--- config.mk ---
export PLATFORM = sky130hd
export DESIGN_NAME = seq_alu_multicycle
export DESIGN_NICKNAME = d
export VERILOG_FILES = /design/src/rtl/seq_alu_multicycle.sv
export SDC_FILE = /design/constraint.sdc
export NUM_CORES = 1
export LEC_CHECK = 0
export BUFFER_PORTS_ARGS = -buffer_cell sky130_fd_sc_hd__buf_2
export CORE_MARGIN = 2
export CORE_UTILIZATION = 66
export CTS_CLUSTER_DIAMETER = 60
export DETAILED_ROUTE_END_ITERATION = 12
export GPL_TIMING_DRIVEN = 0
export MAX_ROUTING_LAYER = met4
export PLACE_DENSITY = 0.94
export SYNTH_ARGS = -nofsm -noshare
export SYNTH_HDL_FRONTEND = slang
export SYNTH_SLANG_ARGS = --single-unit
--- constraint.sdc ---
create_clock -name clk -period 6.1 [get_ports clk]
set_input_delay 0.915 -clock clk [delete_from_list [all_inputs] [get_ports clk]]
set_output_delay 0.915 -clock clk [all_outputs]
set_load 0.02 [all_outputs]
--- src/rtl/seq_alu_multicycle.sv ---
// seq_alu_multicycle
//   Registered ALU with single-cycle ADD/SUB/AND/OR/XOR/SLTU and
//   multi-cycle unsigned MUL (shift-add) and DIV (restoring), one bit per clock.
//
// Ports:
//   clk     system clock, rising edge
//   rst_n   synchronous active-low reset
//   start   request, accepted only while idle
//   op      operation code, captured at accept
//   a, b    unsigned operands, captured at accept
//   result  registered 2*WIDTH-bit result, held until the next completion
//   done    one-cycle completion pulse
//   busy    high while MUL/DIV iterates
//   zero    registered result == 0
//   carry   ADD carry-out / SUB borrow, 0 for other ops
//   dz_err  last completion was a divide by zero
//
// State table:
//   S_IDLE | waiting for start; single-cycle ops complete straight from here
//   S_ITER | MUL/DIV iterating, one multiplier/quotient bit per edge
module seq_alu_multicycle #(
  parameter int WIDTH = 8
) (
  input  logic               clk,
  input  logic               rst_n,
  input  logic               start,
  input  logic [2:0]         op,
  input  logic [WIDTH-1:0]   a,
  input  logic [WIDTH-1:0]   b,
  output logic [2*WIDTH-1:0] result,
  output logic               done,
  output logic               busy,
  output logic               zero,
  output logic               carry,
  output logic               dz_err
);

  localparam logic [2:0] OP_ADD  = 3'b000;
  localparam logic [2:0] OP_SUB  = 3'b001;
  localparam logic [2:0] OP_AND  = 3'b010;
  localparam logic [2:0] OP_OR   = 3'b011;
  localparam logic [2:0] OP_XOR  = 3'b100;
  localparam logic [2:0] OP_SLTU = 3'b101;
  localparam logic [2:0] OP_MUL  = 3'b110;
  localparam logic [2:0] OP_DIV  = 3'b111;

  localparam int CW = (WIDTH > 2) ? $clog2(WIDTH) : 1;
  localparam logic [CW-1:0] CNT_LOAD = CW'(WIDTH - 1);

  typedef enum logic {S_IDLE, S_ITER} state_t;

  state_t             state_q, state_d;
  logic [CW-1:0]      cnt_q, cnt_d;
  // MUL: {partial product high half, remaining multiplier bits}
  // DIV: {partial remainder, dividend bits shifting out / quotient bits shifting in}
  logic [2*WIDTH-1:0] work_q, work_d;
  logic [WIDTH-1:0]   opnd_q, opnd_d;
  logic               is_div_q, is_div_d;
  logic [2*WIDTH-1:0] result_q, result_d;
  logic               done_q, done_d;
  logic               busy_q, busy_d;
  logic               zero_q, zero_d;
  logic               carry_q, carry_d;
  logic               dz_q, dz_d;

  logic [WIDTH:0]     add_sum;
  logic [WIDTH-1:0]   sub_diff;
  logic               a_lt_b;
  logic [WIDTH:0]     mul_sum;
  logic [2*WIDTH-1:0] mul_next;
  logic [WIDTH:0]     div_trial;
  logic [WIDTH:0]     div_diff;
  logic [2*WIDTH-1:0] div_next;
  logic [2*WIDTH-1:0] iter_next;

  always_comb begin
    add_sum  = {1'b0, a} + {1'b0, b};
    sub_diff = a - b;
    a_lt_b   = (a < b);

    // Shift-add: add the multiplicand into the high half when the current
    // multiplier LSB is set, then shift the whole register right.
    mul_sum  = {1'b0, work_q[2*WIDTH-1:WIDTH]} + (work_q[0] ? {1'b0, opnd_q} : '0);
    mul_next = {mul_sum, work_q[WIDTH-1:1]};

    // Restoring divide: bring down the next dividend bit, subtract the
    // divisor, keep the difference only if it did not borrow.
    div_trial = {work_q[2*WIDTH-1:WIDTH], work_q[WIDTH-1]};
    div_diff  = div_trial - {1'b0, opnd_q};
    if (div_diff[WIDTH])
      div_next = {div_trial[WIDTH-1:0], work_q[WIDTH-2:0], 1'b0};
    else
      div_next = {div_diff[WIDTH-1:0], work_q[WIDTH-2:0], 1'b1};

    iter_next = is_div_q ? div_next : mul_next;
  end

  always_comb begin
    state_d  = state_q;
    cnt_d    = cnt_q;
    work_d   = work_q;
    opnd_d   = opnd_q;
    is_div_d = is_div_q;
    result_d = result_q;
    done_d   = 1'b0;
    busy_d   = busy_q;
    zero_d   = zero_q;
    carry_d  = carry_q;
    dz_d     = dz_q;

    case (state_q)
      S_IDLE: begin
        if (start) begin
          done_d  = 1'b1;
          carry_d = 1'b0;
          dz_d    = 1'b0;
          case (op)
            OP_ADD: begin
              result_d = {{(WIDTH-1){1'b0}}, add_sum};
              carry_d  = add_sum[WIDTH];
            end
            OP_SUB: begin
              result_d = {{WIDTH{1'b0}}, sub_diff};
              carry_d  = a_lt_b;
            end
            OP_AND:  result_d = {{WIDTH{1'b0}}, a & b};
            OP_OR:   result_d = {{WIDTH{1'b0}}, a | b};
            OP_XOR:  result_d = {{WIDTH{1'b0}}, a ^ b};
            OP_SLTU: result_d = {{(2*WIDTH-1){1'b0}}, a_lt_b};
            default: begin
              if (op == OP_DIV && b == '0) begin
                result_d = {a, {WIDTH{1'b1}}};
                dz_d     = 1'b1;
              end else begin
                // MUL or DIV: completion deferred to the last iteration edge
                done_d   = 1'b0;
                carry_d  = carry_q;
                dz_d     = dz_q;
                is_div_d = (op == OP_DIV);
                opnd_d   = (op == OP_DIV) ? b : a;
                work_d   = {{WIDTH{1'b0}}, (op == OP_DIV) ? a : b};
                cnt_d    = CNT_LOAD;
                busy_d   = 1'b1;
                state_d  = S_ITER;
              end
            end
          endcase
          if (done_d)
            zero_d = (result_d == '0);
        end
      end
      S_ITER: begin
        work_d = iter_next;
        cnt_d  = cnt_q - 1'b1;
        if (cnt_q == '0) begin
          result_d = iter_next;
          zero_d   = (iter_next == '0);
          carry_d  = 1'b0;
          dz_d     = 1'b0;
          done_d   = 1'b1;
          busy_d   = 1'b0;
          state_d  = S_IDLE;
        end
      end
      default: state_d = S_IDLE;
    endcase
  end

  always_ff @(posedge clk) begin
    if (!rst_n) begin
      state_q  <= S_IDLE;
      cnt_q    <= '0;
      work_q   <= '0;
      opnd_q   <= '0;
      is_div_q <= 1'b0;
      result_q <= '0;
      done_q   <= 1'b0;
      busy_q   <= 1'b0;
      zero_q   <= 1'b0;
      carry_q  <= 1'b0;
      dz_q     <= 1'b0;
    end else begin
      state_q  <= state_d;
      cnt_q    <= cnt_d;
      work_q   <= work_d;
      opnd_q   <= opnd_d;
      is_div_q <= is_div_d;
      result_q <= result_d;
      done_q   <= done_d;
      busy_q   <= busy_d;
      zero_q   <= zero_d;
      carry_q  <= carry_d;
      dz_q     <= dz_d;
    end
  end

  assign result = result_q;
  assign done   = done_q;
  assign busy   = busy_q;
  assign zero   = zero_q;
  assign carry  = carry_q;
  assign dz_err = dz_q;

endmodule
==> results.cfg <==
[clocking]
insertion_delay_ns = 0.32
clk_pin_slew_ns = 0.10
clockBufferDepth = 2
cts_buffers = 5
postCtsSetupRepairBufs = 0
cts_sinks = 50
cts.repair.resized = 0
cts_hold_buf = 0
clock-root-buffer = clkbuf_8
tritoncts = done
htreeDepth = 2

[yosys]
yosysUniqueCellTypes = 76
syn_nets = 703
synth.avg_cell_area_um2 = 7.32
synth_flop_cell = dfxtp_1
yosys-top-cells-area = dfxtp_1 (22%), ha_1 (11%), a21oi_1 (6.4%)
synth.most_common_cell = nand2_1
synth-edff-count = 0
yosys_register_bits = 50
synth_commonest_cells = nand2_1 (70), nor2_1 (65), a21oi_1 (59)
yosysSeqAreaShare = 0.215
yosysTopAreaCell = dfxtp_1
synthCells = 635
synth_area_um2 = 4650
synth.top_cell.area_share = 0.215
yosys_warnings = 0
async_flop_share = 0

[timing]
clock_skew_ns = 0.0193
fmax_mhz = 300
setup_viol = 0
relSlewSlack = 0.455
min_period_ns = 3.34
hold_viol = 0
min_period_over_period = 0.547
rsz0062_at_grt = no
maxSlewViolCount = 0
worst_pin_slew_ns = 0.818
fin_tns_setup_ns = 0

[detailed_routing]
drt_pass1_iterations = 8
ant_nets = 0
vias = 5220
via_per_inst = 6.69
wire_per_inst_um = 19.8
drt_iter0_drc = 787
drc_errors = 0
wl_um = 15500

[grt]
grt_pass1_wl_um = 24300
antenna_found_initial = 0
grt_max_degree = 16
grt.total_usage = 0.422
first_global_vias = 4781
overflow = 0

[cells_and_area]
final_nets = 752
fin_area_um2 = 5060
area_growth_pct = 8.88
drive_gt1_frac = 0.115
diodes = 0

[setup_path]
path_cells = buf_2 > inv_1 > ha_1 > buf_2 > nor2_1 > a221oi_2 > nor4bb_1 > a211o_1 > a221o_1 > o32ai_1 > a41oi_1 > o21ai_1
path_buf_inv = 3
required_ns = 6.36
start_kind = input port
critPathKind = input port to register
r2r_cells = 13
critPathTopFamily = compound AO/OA/AOI/OAI gates
cp-end-kind = register
crit_arrival_ns = 3.60
reg2reg_slack_ns = 3.13
timing.rr.start = work_q[0]
crit_slowest_cell = o32ai_1
crit_top_cell = buf_2
cpPeakStageDelay_ns = 0.40
rr_endpoint = result[15]
cp_max_fo = 7

[place]
dpl_cell_area_um2 = 4980
gp_congestion = 1.05
hpwl_um = 12100
placement.io_buffers = 42

[power_and_ir_drop]
p_leak_nw = 2.14
power.density_nw_per_um2 = 172
vdd_drop_max_mv = 0.117
finalPower_uw = 873

[floorplan]
num_rows = 30
io_pins = 43
dieArea_um2 = 7730
die_x_um = 87.9
start_util = 0.684
fp.coreArea_um2 = 6790
die_y_um = 87.9

[hold_path]
whs_endpoint = busy
hp-class = register to register
holdPathStages = 2
hold_start = busy

[outcome]
outcome = finished clean

[job]
maxCapViolCount = 0
layer usage:
| metal | wire length, um | up-vias | GRT usage |
|---|---|---|---|
| met5 | 0 | - | - |
| met4 | 824 | 0 | 0.204 |
| met3 | 1640 | 87 | 0.0961 |
| met2 | 7210 | 360 | 0.674 |
| met1 | 5790 | 2404 | 0.501 |
| li1 | - | 2369 | - |
placed cells by master (no fill, tap or decap), types with 5 or more instances in the layout:
cell type,instances
dfxtp_1,50
and2_1,11
o21ai_0,50
buf_2,47
a21oi_1,59
clkbuf_1,28
nand2_1,70
a211oi_1,10
mux2_2,6
inv_1,39
a22oi_1,6
nor2_1,65
xnor2_1,8
nor2b_1,17
o211ai_1,17
a21o_1,7
nor4_1,5
nor3_1,16
ha_1,42
xor2_1,6
nand3_1,9
clkbuf_8,5
a31oi_1,9
mux2i_1,6
through the flow:
step | worst slack, ns | hold WS, ns | cells | utilization
final | 2.76 | 0.471 | 780 | 0.745
after global routing | 2.67 | 0.480 | 780 | 0.745
after CTS | 2.82 | 0.469 | 780 | 0.745
after detailed placement | 2.54 | 0.455 | 773 | 0.733
after global placement | 2.56 | 0.443 | 773 | 0.733
after floorplan | 3.19 | 0.454 | 635 | -
where the power goes:
part / internal, mW / switching [mW] / total, mW
combinational: 0.112 / 0.204 / 0.316
sequential: 0.346 / 0.0166 / 0.362
clock: 0.0795 / 0.115 / 0.195
total: 0.537 / 0.336 / 0.873
worst min-delay path, delay by kind of cell (launching register included):
kind            cells  cell delay, ns
compound gates      1            0.06
simple gates        1            0.05
flops               1            0.33
final cells by class:
| class | count | area [um^2] |
|---|---|---|
| multi-input cells | 507 | 3340 |
| fillers | 507 | 1730 |
| flip-flops and latches | 50 | 1000 |
| repair buffers | 42 | 210 |
| inverters | 41 | 154 |
| plain buffers | 37 | 153 |
| well taps | 96 | 120 |
| clock buffers | 5 | 68.8 |
| clock inverters | 2 | 13.8 |
cells by family (layout without fill, tap and decap cells):
| group | Yosys count | in the layout | synth area share |
|---|---|---|---|
| flops | 50 | 50 | 0.215 |
| compound gates | 213 | 213 | 0.301 |
| fa+ha+maj | 46 | 46 | 0.130 |
| buf+inv | 78 | 127 | 0.0659 |
| simple gates | 219 | 219 | 0.223 |
| xor+xnor | 15 | 15 | 0.0323 |
| mux | 14 | 14 | 0.0323 |
worst max-delay path by stage:
| stage | start | endpoint | slack (ns) | cells past startpoint |
|---|---|---|---|---|
| after floorplan | a[3] | result[7] | 3.19 | 11 |
| after global placement | a[3] | zero | 2.56 | 12 |
| after detailed placement | a[3] | zero | 2.54 | 12 |
| after CTS | a[3] | zero | 2.82 | 12 |
| after global routing | b[0] | zero | 2.67 | 12 |
| final | a[3] | zero | 2.76 | 12 |
sequential cells by signal (all words and copies together) (netlist names):
signal / cells
result: 16
dz_err: 1
work_q: 16
carry: 1
state_q: 1
done: 1
opnd_q: 8
zero: 1
busy: 1
cnt_q: 3
is_div_q: 1
Note: power is estimated with default switching activity, not from simulation.
